<file path="config.mk">
export PLATFORM = sky130hd
export DESIGN_NAME = ring_buffer_arbiter
export DESIGN_NICKNAME = d
export VERILOG_FILES = /design/src/rtl/ring_buffer_arbiter.sv
export SDC_FILE = /design/constraint.sdc
export NUM_CORES = 1
export LEC_CHECK = 0
export BUFFER_PORTS_ARGS = -buffer_cell sky130_fd_sc_hd__clkbuf_2
export CAP_MARGIN = 30
export CORE_ASPECT_RATIO = 0.7
export CORE_MARGIN = 4
export CORE_UTILIZATION = 32
export DETAILED_ROUTE_END_ITERATION = 12
export GPL_TIMING_DRIVEN = 1
export HOLD_SLACK_MARGIN = 0.1
export PLACE_DENSITY_LB_ADDON = 0.3
export SLEW_MARGIN = 20
export SYNTH_ARGS = -nofsm -noshare
export SYNTH_HDL_FRONTEND = slang
export SYNTH_SLANG_ARGS = --single-unit
export TNS_END_PERCENT = 100
</file>
<file path="constraint.sdc">
create_clock -name clk_i -period 1.75 [get_ports clk_i]
set_clock_uncertainty 0.1 [all_clocks]
set_input_delay 0.2625 -clock clk_i [delete_from_list [all_inputs] [get_ports clk_i]]
set_output_delay 0.2625 -clock clk_i [all_outputs]
set_load 0.05 [all_outputs]
</file>
<file path="src/rtl/ring_buffer_arbiter.sv">
`default_nettype none
// ============================================================================
// Module      : ring_buffer_arbiter
// Description : Round-robin, burst-holding arbiter in front of a ring buffer's
//               write port; one producer owns the buffer for a whole burst.
// Revision    : 1.0
// ============================================================================
module ring_buffer_arbiter #(
    parameter int DATA_SIZE = 32,
    parameter int N_PORTS   = 4,
    parameter int MAX_BURST = 8
) (
    input  logic                           clk_i,
    input  logic                           rst_i,
    input  logic [N_PORTS-1:0]             req_rx_i,
    input  logic [N_PORTS-1:0]             req_last_i,
    input  logic [N_PORTS*DATA_SIZE-1:0]   req_data_i,
    output logic [N_PORTS-1:0]             req_rx_ack_o,
    output logic                           rx_o,
    input  logic                           rx_ack_i,
    output logic [DATA_SIZE-1:0]           data_o,
    output logic [$clog2(N_PORTS)-1:0]     grant_o,
    output logic                           busy_o
);

    localparam int c_IDX_W  = $clog2(N_PORTS);
    localparam int c_SUM_W  = c_IDX_W + 1;
    localparam int c_BEAT_W = $clog2(MAX_BURST + 1);
    localparam logic [c_IDX_W-1:0]  c_LAST_PORT = c_IDX_W'(N_PORTS - 1);
    localparam logic [c_BEAT_W-1:0] c_BEAT_CAP  = c_BEAT_W'(MAX_BURST - 1);

    typedef enum logic [0:0] {
        S_IDLE  = 1'b0,
        S_GRANT = 1'b1
    } state_t;

    state_t                r_state;
    logic [c_IDX_W-1:0]    r_owner;
    logic [c_IDX_W-1:0]    r_ptr;
    logic [c_BEAT_W-1:0]   r_beats;

    logic                  w_found;
    logic [c_IDX_W-1:0]    w_pick;
    logic [c_SUM_W-1:0]    w_sum;
    logic                  w_grant;
    logic                  w_owner_req;
    logic                  w_owner_last;
    logic                  w_xfer;
    logic                  w_burst_end;
    logic [c_IDX_W-1:0]    w_next_ptr;

    // First requester at or after r_ptr, wrapping modulo N_PORTS (not a power of 2 in general).
    always_comb begin
        w_found = 1'b0;
        w_pick  = r_ptr;
        w_sum   = '0;
        for (int i = 0; i < N_PORTS; i++) begin
            w_sum = {1'b0, r_ptr} + c_SUM_W'(i);
            if (w_sum >= c_SUM_W'(N_PORTS)) begin
                w_sum = w_sum - c_SUM_W'(N_PORTS);
            end
            if (!w_found && req_rx_i[w_sum[c_IDX_W-1:0]]) begin
                w_found = 1'b1;
                w_pick  = w_sum[c_IDX_W-1:0];
            end
        end
    end

    assign w_grant      = (r_state == S_GRANT);
    assign w_owner_req  = req_rx_i[r_owner];
    assign w_owner_last = req_last_i[r_owner];
    assign w_xfer       = w_grant && w_owner_req && rx_ack_i;
    assign w_burst_end  = w_xfer && (w_owner_last || (r_beats == c_BEAT_CAP));
    assign w_next_ptr   = (r_owner == c_LAST_PORT) ? '0 : r_owner + 1'b1;

    assign rx_o    = w_grant && w_owner_req;
    assign data_o  = w_grant ? req_data_i[r_owner*DATA_SIZE +: DATA_SIZE] : '0;
    assign grant_o = r_owner;
    assign busy_o  = w_grant;

    // Only the owner ever sees an accept; it follows buffer readiness directly.
    always_comb begin
        req_rx_ack_o = '0;
        if (w_grant) begin
            req_rx_ack_o[r_owner] = rx_ack_i;
        end
    end

    always_ff @(posedge clk_i or posedge rst_i) begin
        if (rst_i) begin
            r_state <= S_IDLE;
            r_owner <= '0;
            r_ptr   <= '0;
            r_beats <= '0;
        end else begin
            case (r_state)
                S_IDLE: begin
                    if (w_found) begin
                        r_owner <= w_pick;
                        r_beats <= '0;
                        r_state <= S_GRANT;
                    end
                end
                S_GRANT: begin
                    if (w_burst_end) begin
                        r_ptr   <= w_next_ptr;
                        r_state <= S_IDLE;
                    end else if (w_xfer) begin
                        r_beats <= r_beats + 1'b1;
                    end
                end
                default: r_state <= S_IDLE;
            endcase
        end
    end

endmodule
`default_nettype wire
</file>
**After elaboration in Yosys (flattened, before gate mapping)**

Index checks and enable logic that the tools add are counted.

- Memories: 0
- Register bits: 9
- Bits in latches: 0
- Output and inout port bits: 40
- Bits in read-only memories: 0
- Input port bits: 139
- RAM bits: 0

- Reduce and logical (&&, ||, !) cells: 14
- Bitwise gates (word level): 2
- Shift operators: 1
- Equality and inequality tests: 5
- $lt $le $gt $ge: 10
- Multiply operators: 0
- Muxes and demuxes: 36
- Div/mod/pow operators: 0
- $add $sub $neg: 9

Operators by type and width:

| operator | count |
|---|---|
| 128-bit by 8-bit indexed part select with 32-bit output | 1 |
| 32-bit two-way mux | 1 |
| 2-bit two-way mux | 9 |
| 4-bit two-way mux | 4 |
| 2-bit by 3-bit < comparator with 1-bit output (second input constant) | 5 |
| 1-bit two-way mux | 13 |
| 1-bit binary-select mux with 2-bit select | 6 |
| 3-bit greater-or-equal comparator (second input constant) | 3 |
| 4-bit case mux with 2 select lines | 1 |
| 2-bit by 1-bit subtractor with 2-bit output (second input constant) | 4 |
| 1-bit logical AND | 7 |
| 2-bit by 2-bit adder with 3-bit output (second input constant) | 2 |
| 4-bit by 1-bit adder with 4-bit output (second input constant) | 1 |
| 4-bit bitwise AND | 1 |
| 4-bit by 3-bit equality test with 1-bit output (second input constant) | 1 |
| 2-bit != test (second input constant) | 2 |
| 2-bit AND reduction | 2 |
| 2-bit by 1-bit adder with 3-bit output (second input constant) | 1 |
| 2-bit by 3-bit greater-or-equal comparator with 1-bit output (second input constant) | 1 |
| 1-bit logical NOT | 3 |
| 3-bit AND reduction | 1 |
| 2-bit by 1-bit adder with 2-bit output (second input constant) | 1 |
| 1-bit demux with 2-bit select | 1 |
| 2-bit equality test (second input constant) | 1 |
| other kinds (5) | 5 |

**Depth between registers and ports, before layout**

Gate-level depths: netlist of run 1.

- Word-level depth: 16
- Mapped depth: 5

**Least setup slack after synthesis of run 1**

Ideal clock, no wire load.

- Kind: register -> output
- From: register r_owner[0] (netlist: grant_o[0])
- To: output port data_o[10]
- Arrival: 2.033 ns
- Buffers on the path: 2
- Cell stages (with the launch flop): 5
- Setup slack: -0.645 ns
- Cells stage by stage: dfrtp_1 buf_6 buf_2 mux4_2 and2_1

- Cells in the longest elaborated chain, start to end: 2

Ends and longest elaborated chain:

| element | line | text |
|---|---|---|
| start: declaration | 38 | `logic [c_IDX_W-1:0] r_owner;` |
| start signal: assignment | 99 | `r_owner <= w_pick;` |
| 128-bit by 8-bit indexed part select with 32-bit output | 77 | `assign data_o = w_grant ? req_data_i[r_owner*DATA_SIZE +: DATA_SIZE] : '0;` |
| 32-bit two-way mux | 77 |  |
| end: declaration | 21 | `output logic [DATA_SIZE-1:0] data_o,` |

No other way between the ends.

**Final worst setup path of run 1**

- From: register r_owner[0] (netlist: grant_o[0])
- To: output port data_o[19]

Same word-level chain as after synthesis.

==> results_tabular.tex, run 1 <==
\begin{tabular}{lr}
\hline
Metric & Value \\
\hline
\multicolumn{2}{l}{\textbf{Status}} \\
\quad Outcome & finished, violations left \\
\quad Violated checks & setup timing \\
\multicolumn{2}{l}{\textbf{Yosys}} \\
\quad Commonest register cell after synthesis & sky130\_fd\_sc\_hd\_\_dfrtp\_1 \\
\quad Cell Area, Synth & 0.001635 mm2 \\
\quad Synth top area cells & sky130\_fd\_sc\_hd\_\_mux4\_2 45\%, sky130\_fd\_sc\_hd\_\_dfrtp\_1 14\%, sky130\_fd\_sc\_hd\_\_and2\_1 12\% \\
\quad Async SR Flop Fraction & 100.0\% \\
\quad Sequential fraction of the synthesis area & 13.77\% \\
\quad Number of library cell types mapped by synthesis & 30 \\
\quad EDFF count, synth & 0 \\
\quad Library cell with the largest summed area after synthesis & sky130\_fd\_sc\_hd\_\_mux4\_2 \\
\quad Number of warnings reported in the yosys synthesis log & 0 \\
\quad Area fraction of the dominant cell type after synthesis & between 40\% and 50\% \\
\quad Synthesized flop and latch total & 9 \\
\quad Cell types with the highest counts after synthesis & 33 x sky130\_fd\_sc\_hd\_\_mux4\_2, 32 x sky130\_fd\_sc\_hd\_\_and2\_1, 9 x sky130\_fd\_sc\_hd\_\_dfrtp\_1 \\
\quad Net count after synthesis & 291 \\
\quad Most repeated cell in the gate-level netlist after synthesis & sky130\_fd\_sc\_hd\_\_mux4\_2 \\
\quad Post-Synthesis Mean Instance Area & 11.12 um2 \\
\quad Synthesized netlist cell count & 147 \\
\multicolumn{2}{l}{\textbf{Timing}} \\
\quad Max Fclk & 478.5 MHz \\
\quad Count of pins over their slew limit & 0 \\
\quad Final worst path period need & 2090 ps \\
\quad Worst setup slack after layout & -340.1 ps \\
\quad Worst slew slack as a fraction of its limit & around 77\% \\
\quad Worst hold slack across all endpoints & 390.4 ps \\
\quad Sum Neg Setup Slack & -11710 ps \\
\quad Hold violation total from the final report & 0 \\
\quad Pin slew with the least headroom to its limit & approximately 350 ps \\
\quad Final Cycle Share & 119.4\% \\
\quad Unrepaired setup endpoints after global routing & true \\
\quad Final setup vio count & 43 \\
\multicolumn{2}{l}{\textbf{Clock tree}} \\
\quad Clock tree from TritonCTS & done \\
\quad Clock-pin slew reported for the worst setup and hold paths after clock tree synthesis & 40 ps \\
\quad Inserted Clock Buffers & 3 \\
\quad Clk sink count & 9 \\
\quad Clock Latency Late Sink & between 200 and 250 ps \\
\quad Buffer cell driving the clock tree root & sky130\_fd\_sc\_hd\_\_clkbuf\_8 \\
\quad H-tree depth & 1 \\
\quad Maximum count of clock buffers along a single path & 2 \\
\multicolumn{2}{l}{\textbf{Die}} \\
\quad Die Y & 67.81 um \\
\quad Die width & 93.45 um \\
\quad Number of cell rows & 21 \\
\quad Num ports & 179 \\
\quad Initial core utilization & 33.64\% \\
\quad Area of the core region & 0.004861 mm2 \\
\quad Overall die area & 0.006337 mm2 \\
\multicolumn{2}{l}{\textbf{Critical path}} \\
\quad Type of the setup path with the least slack & register to output pin \\
\quad Crit end category & output pin \\
\quad R2r setup slk & -240 ps \\
\quad Arrival time of data at the critical path endpoint & between 1500 and 2000 ps \\
\quad Peak fanout along the critical path & 15 \\
\quad Endpoint of the most critical register-to-register path & r\_ptr[0] \\
\quad Data required time of the critical path & 1390 ps \\
\quad Depth of the worst register-to-register path & 5 \\
\quad Worst flop-to-flop path startpoint & grant\_o[0] \\
\quad Startpoint type of the worst setup path & register \\
\multicolumn{2}{l}{\textbf{Route}} \\
\quad Residual DRC count & 0 \\
\quad Initial DRC count & 145 \\
\quad Wirelength per Cell & 19.42 um \\
\quad Number of optimization iterations in the first detailed-route pass & 4 \\
\quad Detailed-route wire length & 7.768 mm \\
\quad Post-DRT Antenna Nets & 0 \\
\quad Number of vias after detailed routing & 2123 \\
\quad Drt via density & 5.308 \\
\multicolumn{2}{l}{\textbf{Final layout}} \\
\quad Post-route cell area & $\sim$0.0034 mm2 \\
\quad Number of inserted diodes & 0 \\
\quad Synthesis-to-layout area growth & 108.2\% \\
\quad Layout cells sized above 1 & 83.99\% \\
\quad Final \#Nets & 476 \\
\multicolumn{2}{l}{\textbf{Min path}} \\
\quad HP Start & r\_beats[3] \\
\quad Worst Hold Class & register to register \\
\quad Cell count of the worst hold path & 1 \\
\quad Sink of the worst hold path & r\_beats[3] \\
\multicolumn{2}{l}{\textbf{Placement}} \\
\quad Total cell area at the placement stage & $\sim$0.0029 mm2 \\
\quad Routability congestion estimate & around 0.78 \\
\quad Detailed-placement wirelength estimate & between 6 and 7 mm \\
\quad Number of port buffers & 178 \\
\multicolumn{2}{l}{\textbf{Global routing}} \\
\quad Largest net degree at the start of global routing & 28 \\
\quad Via count of the first global-routing pass & 2172 \\
\quad Number of antenna violations at the first check in global routing & 0 \\
\quad Remaining Overflow, GRT & 0 \\
\quad Wire length of the first global-routing pass & 10.77 mm \\
\quad Overall Global Routing Usage & 21.92\% \\
\multicolumn{2}{l}{\textbf{Run}} \\
\quad Max-cap violation count & 0 \\
\multicolumn{2}{l}{\textbf{Power}} \\
\quad Leakage & between 1.5 and 2 nW \\
\quad Maximum ir drop on the vdd rail & 1.224 mV \\
\quad Cell area power density & $\sim$2100 mW/mm2 \\
\hline
\end{tabular}
-- sequential cells by signal (all words and copies together), names as in the netlist --
register  count
busy_o        1
grant_o       2
r_beats       4
r_ptr         2
-- area by class of cell --
type	instances	area, um2
repair buffers	192	1541
well taps	69	86.33
inverters	6	25.02
fillers	346	1456
flip-flops and latches	9	229.0
multi-input cells	120	1478
clock buffers	4	45.04
-- routing by layer --
metal	vias up	global-route usage [%]	wire length (um)
li1	935	-	-
met1	1048	24.90	2683
met2	120	40.96	4273
met3	20	4.835	630
met4	0	8.227	182
met5	-	0	0
-- what timing repair did --
action                                  4_1_cts  5_1_grt
hold endpoints to repair                      9        0
setup buffers                                 0        1
hold buffers                                  1        0
resized for setup                            75       48
pin swaps                                     0        4
endpoints found under the setup margin       43       43
-- logic make-up after synthesis --
| group | Yosys count | share of synthesized area, % |
|---|---|---|
| adders and majority gates | 5 | 3.826 |
| DFF | 9 | 13.77 |
| and+or+nand+nor | 61 | 21.73 |
| AOI/OAI and AO/OA | 14 | 5.892 |
| muxes | 40 | 49.89 |
| buffers and inverters | 18 | 4.896 |
-- how the worst max path moves through the flow --
stage | startpoint | to | slack [ps] | cells past startpoint
2_1_floorplan | grant_o[0] | r_ptr[0] | -240 | 4
3_3_place_gp | grant_o[0] | data_o[0] | -120 | 4
3_5_place_dp | grant_o[0] | data_o[16] | -150 | 4
4_1_cts | grant_o[0] | data_o[3] | -370 | 4
5_1_grt | grant_o[0] | data_o[19] | -390 | 4
6_report | grant_o[0] | data_o[19] | -340 | 4
-- critical path: stages (launching register included) --
cell and delay, ps:
sky130_fd_sc_hd__dfrtp_2 430, sky130_fd_sc_hd__buf_12 190, sky130_fd_sc_hd__mux4_2 510, sky130_fd_sc_hd__and2_4 180
sky130_fd_sc_hd__clkbuf_16 160
-- placed cells by master, fill, tap and decap left out, drive strengths merged --
cell         Yosys  final
a31o             1      1
buf              6     42
o32ai            1      1
o311ai           1      1
a21o             2      2
inv              6      6
o22ai            1      1
ha               5      5
dfrtp            9      9
mux2i            5      5
nor2b            5      5
o21ai            3      3
and3             7      7
mux4            33     33
nand2            7      7
mux2             2      2
and2            32     32
nor3             2      2
dlygate4sd3      0      1
clkbuf           6    153
a21oi            3      3
nand3b           1      1
and3b            1      1
nand3            2      2
o211ai           1      1
a21boi           1      1
nor2             4      4
-- per-stage QoR --
step           setup WS [ps]  cells  util (%)  power (mW)
2_1_floorplan         -243.1    147         -       4.403
3_3_place_gp          -122.8    394     58.74       5.435
3_5_place_dp          -153.2    394     58.74       5.506
4_1_cts               -372.9    399     67.57       6.725
5_1_grt               -393.5    400     70.04       7.491
6_report              -340.1    400     70.04       7.156
-- power by group --
part	switching [mW]	internal (mW)
combinational	3.26	3.25
clock	0.0854	0.159
sequential	0.105	0.295
total	3.45	3.71
(Power assumes the default switching activity.)
==> run 2, diff against run 1 <==
--- a/config.mk
+++ b/config.mk
@@ -13,7 +13,7 @@
 export DETAILED_ROUTE_END_ITERATION = 12
 export GPL_TIMING_DRIVEN = 1
 export HOLD_SLACK_MARGIN = 0.1
-export PLACE_DENSITY_LB_ADDON = 0.3
+export PLACE_DENSITY_LB_ADDON = 0.15
 export SLEW_MARGIN = 20
 export SYNTH_ARGS = -nofsm -noshare
 export SYNTH_HDL_FRONTEND = slang
==> run 2 against run 1 <==
The flow still finishes with violations (setup timing). Sequential cell count unchanged. Core utilization increased by 4.1 points. Die area unchanged. Largest power group unchanged. Non-clock buffer count increased by 10. Via count increased by 2.2%. Sequential power about the same. Count of clock-buffer cells in the layout unchanged. Critical path depth increased by 1. Register-to-register slack got worse by 100 ps. Clock power about the same. Global-route usage decreased by 0.78 points.
==> results_tabular.tex, run 2 (synthesized netlist as in run 1, its figures left out) <==
\begin{tabular}{lr}
\hline
Metric & Value \\
\hline
\multicolumn{2}{l}{\textbf{Timing}} \\
\quad Worst setup slack after layout & -382.3 ps (-42.22 ps) \\
\quad Worst slew slack as a fraction of its limit & 73.79\% (-3.2 points) \\
\quad Final Cycle Share & 121.8\% (+2.4 points) \\
\quad Pin slew with the least headroom to its limit & 388.3 ps (+42.93 ps) \\
\quad Count of pins over their slew limit & 0 (unchanged) \\
\quad Sum Neg Setup Slack & -13310 ps (-1601 ps) \\
\quad Final setup vio count & 44 (+2.3\%) \\
\quad Hold violation total from the final report & 0 (unchanged) \\
\quad Final worst path period need & 2132 ps (+42.22 ps) \\
\quad Max Fclk & 469.0 MHz (-2.0\%) \\
\quad Unrepaired setup endpoints after global routing & true \\
\multicolumn{2}{l}{\textbf{Placement}} \\
\quad Total cell area at the placement stage & 0.002835 mm2 (-0.70\%) \\
\quad Placed Instances & 393 (-0.25\%) \\
\quad Post-Place Worst Slack & -154.3 ps (-1.181 ps) \\
\quad Detailed-placement wirelength estimate & 5.818 mm (-5.4\%) \\
\quad Routability congestion estimate & 0.7957 (+1.8\%) \\
\quad Number of port buffers & 178 (unchanged) \\
\multicolumn{2}{l}{\textbf{Critical path}} \\
\quad Type of the setup path with the least slack & register to output pin \\
\quad Worst flop-to-flop path startpoint & grant\_o[0] \\
\quad Peak fanout along the critical path & 7 (-8) \\
\quad Arrival time of data at the critical path endpoint & 1770 ps (+40 ps) \\
\quad CP startpoint & grant\_o[0] \\
\quad Crit end category & output pin \\
\quad Startpoint type of the worst setup path & register \\
\quad Data required time of the critical path & 1390 ps (about the same) \\
\multicolumn{2}{l}{\textbf{Die}} \\
\quad Die width & 93.45 um (unchanged) \\
\quad Overall die area & 0.006337 mm2 (unchanged) \\
\quad Num ports & 179 (unchanged) \\
\quad Area of the core region & 0.004861 mm2 (unchanged) \\
\quad Die Y & 67.81 um (unchanged) \\
\quad Initial core utilization & 33.64\% (unchanged) \\
\quad Number of cell rows & 21 (unchanged) \\
\multicolumn{2}{l}{\textbf{Power}} \\
\quad Maximum ir drop on the vdd rail & 0.9206 mV (-25\%) \\
\quad Cell area power density & 2100 mW/mm2 (about the same) \\
\quad Total Power Consumption & 7.573 mW (+5.8\%) \\
\quad Leakage & 1.794 nW (+5.2\%) \\
\multicolumn{2}{l}{\textbf{Status}} \\
\quad Outcome & finished, violations left \\
\quad Violated checks & setup timing \\
\multicolumn{2}{l}{\textbf{Clock tree}} \\
\quad Clock tree from TritonCTS & done \\
\quad Maximum count of clock buffers along a single path & 2 (unchanged) \\
\quad Inserted Clock Buffers & 3 (unchanged) \\
\quad Clock Latency Late Sink & 230 ps (about the same) \\
\quad Clk sink count & 9 (unchanged) \\
\quad H-tree depth & 1 (unchanged) \\
\quad Buffer cell driving the clock tree root & sky130\_fd\_sc\_hd\_\_clkbuf\_8 \\
\quad Clock-pin slew reported for the worst setup and hold paths after clock tree synthesis & 40 ps (about the same) \\
\multicolumn{2}{l}{\textbf{Final layout}} \\
\quad Layout cells sized above 1 & 84.75\% (+0.76 points) \\
\quad Post-route cell area & 0.003606 mm2 (+5.9\%) \\
\quad Number of inserted diodes & 0 (unchanged) \\
\quad Most common cell after layout, fill and taps aside & sky130\_fd\_sc\_hd\_\_clkbuf\_2 \\
\quad Filler-free cell count of the finished design & 410 (+2.5\%) \\
\quad Final \#Nets & 486 (+2.1\%) \\
\quad Synthesis-to-layout area growth & 120.5\% \\
\quad Most used cells in the layout excluding fill and tap cells & 139 x sky130\_fd\_sc\_hd\_\_clkbuf\_2, 33 x sky130\_fd\_sc\_hd\_\_mux4\_2, 32 x sky130\_fd\_sc\_hd\_\_and2\_4 \\
\quad Count of filler cells inserted in the layout & 319 (-7.8\%) \\
\quad Top reg by flops & r\_beats \\
\quad Flip-flop count of the largest register after layout & 4 (unchanged) \\
\multicolumn{2}{l}{\textbf{Global routing}} \\
\quad Overall Global Routing Usage & 21.14\% (-0.78 points) \\
\quad Via count of the first global-routing pass & 2095 (-3.5\%) \\
\quad Number of antenna violations at the first check in global routing & 0 (unchanged) \\
\quad Wire length of the first global-routing pass & 10.39 mm (-3.5\%) \\
\quad Largest net degree at the start of global routing & 35 (+25\%) \\
\quad Remaining Overflow, GRT & 0 (unchanged) \\
\multicolumn{2}{l}{\textbf{Route}} \\
\quad Drt via density & 5.293 (-0.28\%) \\
\quad Initial DRC count & 115 (-21\%) \\
\quad Detailed-route wire length & 7.975 mm (+2.7\%) \\
\quad Post-DRT Antenna Nets & 0 (unchanged) \\
\quad Wirelength per Cell & 19.45 um (+0.16\%) \\
\quad Residual DRC count & 0 (unchanged) \\
\quad Number of optimization iterations in the first detailed-route pass & 4 (unchanged) \\
\quad Number of vias after detailed routing & 2170 (+2.2\%) \\
\multicolumn{2}{l}{\textbf{Min path}} \\
\quad HP Start & req\_rx\_i[1] \\
\quad Worst Hold Class & primary input to register \\
\multicolumn{2}{l}{\textbf{Run}} \\
\quad Max-cap violation count & 0 (unchanged) \\
\hline
\end{tabular}
-- run 2: worst max-delay path: stages (launching register included) --
cell and delay [ps]:
sky130_fd_sc_hd__dfrtp_2 360, sky130_fd_sc_hd__buf_12 140, sky130_fd_sc_hd__clkbuf_16 160, sky130_fd_sc_hd__mux4_2 520
sky130_fd_sc_hd__and2_4 180, sky130_fd_sc_hd__clkbuf_16 160
-- run 2: per-layer routing --
metal,part of all wire [%],wire length [um],track usage (%)
met4,2.2,174,6.581
met2,52,4167,38.38
met5,0,0,0
met3,10,805,6.374
met1,35,2827,24.29
-- run 2: area by class of cell --
cell class              instances  area, um2  share of cell area (%)
inverters                       6      25.02                  0.6940
repair buffers                202       1722                   47.74
flip-flops and latches          9      229.0                   6.350
clock buffers                   4      45.04                   1.249
multi-input cells             120       1499                   41.57
well taps                      69      86.33                   2.394
-- run 2: power by group --
part / switching [mW] / leakage, nW / total (mW) / internal (mW)
Clock: 0.0821 / 0.0228 / 0.241 / 0.159
Combinational: 3.36 / 1.66 / 6.93 / 3.57
Sequential: 0.103 / 0.109 / 0.398 / 0.295
-- run 2: timing repair --
item	in CTS	in global routing
endpoints found under the hold margin	9	0
resized for setup	101	22
setup endpoints to repair	42	45
hold buffers	1	0
setup buffers	6	3
gates cloned	0	4
pin swaps	2	4
-- run 2: stage by stage --
step / utilization [%] / hold WS, ps
floorplan: - / -9.785
global placement: 58.33 / 127.9
detailed placement: 58.33 / 137.4
CTS: 71.17 / 359.5
global route: 74.18 / 390.7
finish: 74.18 / 363.2
-- run 2: final timing paths --
path | endpoint | slack, ps | cells past startpoint
max | data_o[26] | -380 | 5
min | grant_o[0] | 360 | 3
max reg2reg | r_ptr[0] | -340 | 6
min reg2reg | r_beats[0] | 400 | 1
max in group asynchronous | busy_o | 840 | 3
min in group asynchronous | r_beats[0] | 420 | 3
==> run 3, diff against run 2 <==
--- a/config.mk
+++ b/config.mk
@@ -8,7 +8,6 @@
 export BUFFER_PORTS_ARGS = -buffer_cell sky130_fd_sc_hd__clkbuf_2
 export CAP_MARGIN = 30
 export CORE_ASPECT_RATIO = 0.7
-export CORE_MARGIN = 4
 export CORE_UTILIZATION = 32
 export DETAILED_ROUTE_END_ITERATION = 12
 export GPL_TIMING_DRIVEN = 1
==> run 3 against run 2 <==
The flow still finishes with violations (setup timing). First-iteration DRC count decreased by 52%. Register-to-register slack improved by 80 ps. Total power decreased by 1.7%. Worst setup slack improved by 20 ps. Core utilization decreased by 0.63 points. Count of clock-buffer cells in the layout unchanged. Combinational power decreased by 2%. Die area decreased by 15%. Largest cell class unchanged. Worst hold slack improved by 26 ps. Highest routed layer unchanged. Largest power group unchanged. Critical path type unchanged. Critical endpoint is now data_o[3].
==> results_tabular.tex, run 3 (synthesized netlist as in run 1, its figures left out) <==
\begin{tabular}{lr}
\hline
Metric & Value \\
\hline
\multicolumn{2}{l}{\textbf{Placement}} \\
\quad Total cell area at the placement stage & 0.002848 mm2 (+0.44\%) \\
\quad Routability congestion estimate & 0.7454 (-6.3\%) \\
\quad Number of port buffers & 178 (unchanged) \\
\quad Post-Place Worst Slack & -158.4 ps (-4.101 ps) \\
\quad Detailed-placement wirelength estimate & 5.211 mm (-10\%) \\
\multicolumn{2}{l}{\textbf{Timing}} \\
\quad Final setup vio count & 42 (-4.5\%) \\
\quad Final Cycle Share & 120.7\% (-1.2 points) \\
\quad Count of pins over their slew limit & 0 (unchanged) \\
\quad Final worst path period need & 2112 ps (-20.46 ps) \\
\quad Worst slew slack as a fraction of its limit & 76.05\% (+2.3 points) \\
\quad Unrepaired setup endpoints after global routing & true \\
\quad Pin slew with the least headroom to its limit & 358.8 ps (-29.43 ps) \\
\quad Worst setup slack after layout & -361.8 ps (+20.46 ps) \\
\quad Max Fclk & 473.5 MHz (+0.97\%) \\
\quad Hold violation total from the final report & 0 (unchanged) \\
\multicolumn{2}{l}{\textbf{Route}} \\
\quad Detailed-route wire length & 7.321 mm (-8.2\%) \\
\quad Wirelength per Cell & 17.90 um (-8.0\%) \\
\quad Drt via density & 5.242 (-0.96\%) \\
\quad Number of optimization iterations in the first detailed-route pass & 4 (unchanged) \\
\quad Initial DRC count & 55 (-52\%) \\
\quad Number of vias after detailed routing & 2144 (-1.2\%) \\
\quad Residual DRC count & 0 (unchanged) \\
\quad Post-DRT Antenna Nets & 0 (unchanged) \\
\multicolumn{2}{l}{\textbf{Power}} \\
\quad Clock power frac & 3.3\% (about the same) \\
\quad Maximum ir drop on the vdd rail & 1.358 mV (+48\%) \\
\quad Switching Power & 3.522 mW (-0.75\%) \\
\quad Fraction of power spent switching nets & 47.30\% (+0.44 points) \\
\quad Sequential share of power & 5.5\% (+0.2 points) \\
\quad Cell area power density & 2094 mW/mm2 (-0.29\%) \\
\quad Leakage & 1.770 nW (-1.3\%) \\
\quad Comb power frac & 91.2\% (-0.4 points) \\
\quad P\_int & 3.924 mW (-2.5\%) \\
\multicolumn{2}{l}{\textbf{Global routing}} \\
\quad Wire length of the first global-routing pass & 9.101 mm (-12\%) \\
\quad Number of antenna violations at the first check in global routing & 0 (unchanged) \\
\quad Remaining Overflow, GRT & 0 (unchanged) \\
\quad Overall Global Routing Usage & 22.92\% (+1.8 points) \\
\quad Via count of the first global-routing pass & 1928 (-8.0\%) \\
\quad Largest net degree at the start of global routing & 34 (-2.9\%) \\
\multicolumn{2}{l}{\textbf{Critical path}} \\
\quad Endpoint of the most critical register-to-register path & r\_ptr[1] \\
\quad R2r setup slk & -260 ps (+80 ps) \\
\quad Most frequent cell on the critical path & sky130\_fd\_sc\_hd\_\_clkbuf\_16 \\
\quad Critical Path Slowest Stage Cell & sky130\_fd\_sc\_hd\_\_mux4\_2 \\
\quad Critical path buffer and inverter count & 3 (unchanged) \\
\quad Worst flop-to-flop path startpoint & grant\_o[0] \\
\quad Peak fanout along the critical path & 7 (unchanged) \\
\quad Startpoint type of the worst setup path & register \\
\quad Critical path depth in cells & 5 (unchanged) \\
\quad Kind of cell adding the most delay to the critical path & multiplexers \\
\quad Critical Path Max Stage Delay & 480 ps (-40 ps) \\
\quad Type of the setup path with the least slack & register to output pin \\
\quad Arrival time of data at the critical path endpoint & 1750 ps (-20 ps) \\
\quad Critical-path cell list & buf\_12 > clkbuf\_16 > mux4\_2 > and2\_4 > clkbuf\_16 \\
\quad Depth of the worst register-to-register path & 6 (unchanged) \\
\quad Crit end category & output pin \\
\quad Data required time of the critical path & 1390 ps (about the same) \\
\multicolumn{2}{l}{\textbf{Min path}} \\
\quad Cell count of the worst hold path & 3 (unchanged) \\
\quad HP Start & req\_rx\_i[1] \\
\quad Sink of the worst hold path & grant\_o[1] \\
\quad Worst Hold Class & primary input to register \\
\multicolumn{2}{l}{\textbf{Die}} \\
\quad Area of the core region & 0.004835 mm2 (-0.54\%) \\
\quad Die Y & 61.81 um (-8.8\%) \\
\quad Number of cell rows & 21 (unchanged) \\
\quad Initial core utilization & 33.83\% (+0.18 points) \\
\quad Die width & 87.45 um (-6.4\%) \\
\quad Overall die area & 0.005405 mm2 (-15\%) \\
\quad Num ports & 179 (unchanged) \\
\multicolumn{2}{l}{\textbf{Final layout}} \\
\quad Most common cell after layout, fill and taps aside & sky130\_fd\_sc\_hd\_\_clkbuf\_2 \\
\quad Number of inserted diodes & 0 (unchanged) \\
\quad Count of filler cells inserted in the layout & 322 (+0.94\%) \\
\quad Final \#Nets & 485 (-0.21\%) \\
\quad Most used cells in the layout excluding fill and tap cells & 140 x sky130\_fd\_sc\_hd\_\_clkbuf\_2, 33 x sky130\_fd\_sc\_hd\_\_mux4\_2, 32 x sky130\_fd\_sc\_hd\_\_and2\_4 \\
\quad Core occupancy in the finished layout & 73.55\% (-0.63 points) \\
\quad Top reg by flops & r\_beats \\
\quad Flip-flop count of the largest register after layout & 4 (unchanged) \\
\quad Synthesis-to-layout area growth & 117.4\% \\
\quad Post-route cell area & 0.003556 mm2 (-1.4\%) \\
\quad Register area & 229.0 um2 (unchanged) \\
\quad Area of the multi-input gates & 0.001499 mm2 (unchanged) \\
\quad Layout cells sized above 1 & 85.59\% (+0.84 points) \\
\multicolumn{2}{l}{\textbf{Run}} \\
\quad Max-cap violation count & 0 (unchanged) \\
\multicolumn{2}{l}{\textbf{Clock tree}} \\
\quad Clock tree from TritonCTS & done \\
\quad Clock-pin slew reported for the worst setup and hold paths after clock tree synthesis & 50 ps (about the same) \\
\quad Clk sink count & 9 (unchanged) \\
\quad Maximum count of clock buffers along a single path & 2 (unchanged) \\
\quad Inserted Clock Buffers & 3 (unchanged) \\
\quad Clock Latency Late Sink & 240 ps (about the same) \\
\quad H-tree depth & 1 (unchanged) \\
\quad Buffer cell driving the clock tree root & sky130\_fd\_sc\_hd\_\_clkbuf\_8 \\
\multicolumn{2}{l}{\textbf{Status}} \\
\quad Violated checks & setup timing \\
\quad Outcome & finished, violations left \\
\hline
\end{tabular}
[run 3: changes by cell type in the layout (fill, tap and decap cells not counted), moves of 2 or more]
cell                        before  now
sky130_fd_sc_hd__buf_6           6    4
sky130_fd_sc_hd__buf_8          19   25
sky130_fd_sc_hd__clkbuf_16      15   11
sky130_fd_sc_hd__clkbuf_8        7    5
sky130_fd_sc_hd__ha_2            0    2
sky130_fd_sc_hd__ha_4            2    0
[run 3: area by class of cell]
class / instances / area share [%]
clock buffers: 4 / 1.267
multi-input cells: 120 / 42.15
well taps: 69 / 2.428
repair buffers: 201 / 46.94
flip-flops and latches: 9 / 6.439
inverters: 6 / 0.7741
[run 3: what timing repair did]
item,in CTS,in global routing
buffers inserted,5,4
setup endpoints to repair,39,44
hold buffers,1,0
cloned,0,4
gates resized for setup,91,35
endpoints found under the hold margin,9,0
pin swaps,4,29
[run 3: power groups by stage]
stage / clock [mW] / sequential (mW) / combinational, mW
3_3_place_gp: 0 / 0.415 / 5.00
4_1_cts: 0.253 / 0.416 / 6.20
6_report: 0.246 / 0.408 / 6.79
5_1_grt: 0.262 / 0.418 / 7.07
3_5_place_dp: 0 / 0.416 / 5.02
2_1_floorplan: 0 / 0.479 / 3.92
[run 3: worst max-delay path by stage]
stage | slack [ps] | endpoint | start
5_1_grt | -400 | data_o[3] | grant_o[0]
4_1_cts | -360 | data_o[25] | grant_o[0]
2_1_floorplan | -240 | r_ptr[0] | grant_o[0]
3_3_place_gp | -130 | data_o[25] | grant_o[0]
3_5_place_dp | -160 | data_o[24] | grant_o[0]
6_report | -360 | data_o[3] | grant_o[0]
[run 3: per-layer routing]
layer  up-vias  share of wire (%)  GRT usage, %
li1        958                  -             -
met1      1052                 37         27.78
met2       120                 52         41.52
met3        14                8.5         5.812
met4         0                3.0         6.557
met5         -                  0             0
[run 3: per-stage QoR]
stage / hold WS [ps] / total power, mW / setup TNS, ps / std cells
2_1_floorplan: -9.785 / 4.403 / -7584 / 147
3_3_place_gp: 139.5 / 5.411 / -3970 / 393
3_5_place_dp: 136.3 / 5.440 / -4334 / 393
4_1_cts: 353.4 / 6.872 / -12610 / 403
5_1_grt: 397.6 / 7.751 / -13930 / 409
6_report: 388.8 / 7.446 / -11790 / 409
[run 3: worst min-delay path, delay by kind of cell]
kind | cells | cell delay [ps]
compound gates | 2 | 270
buf+inv | 1 | 150
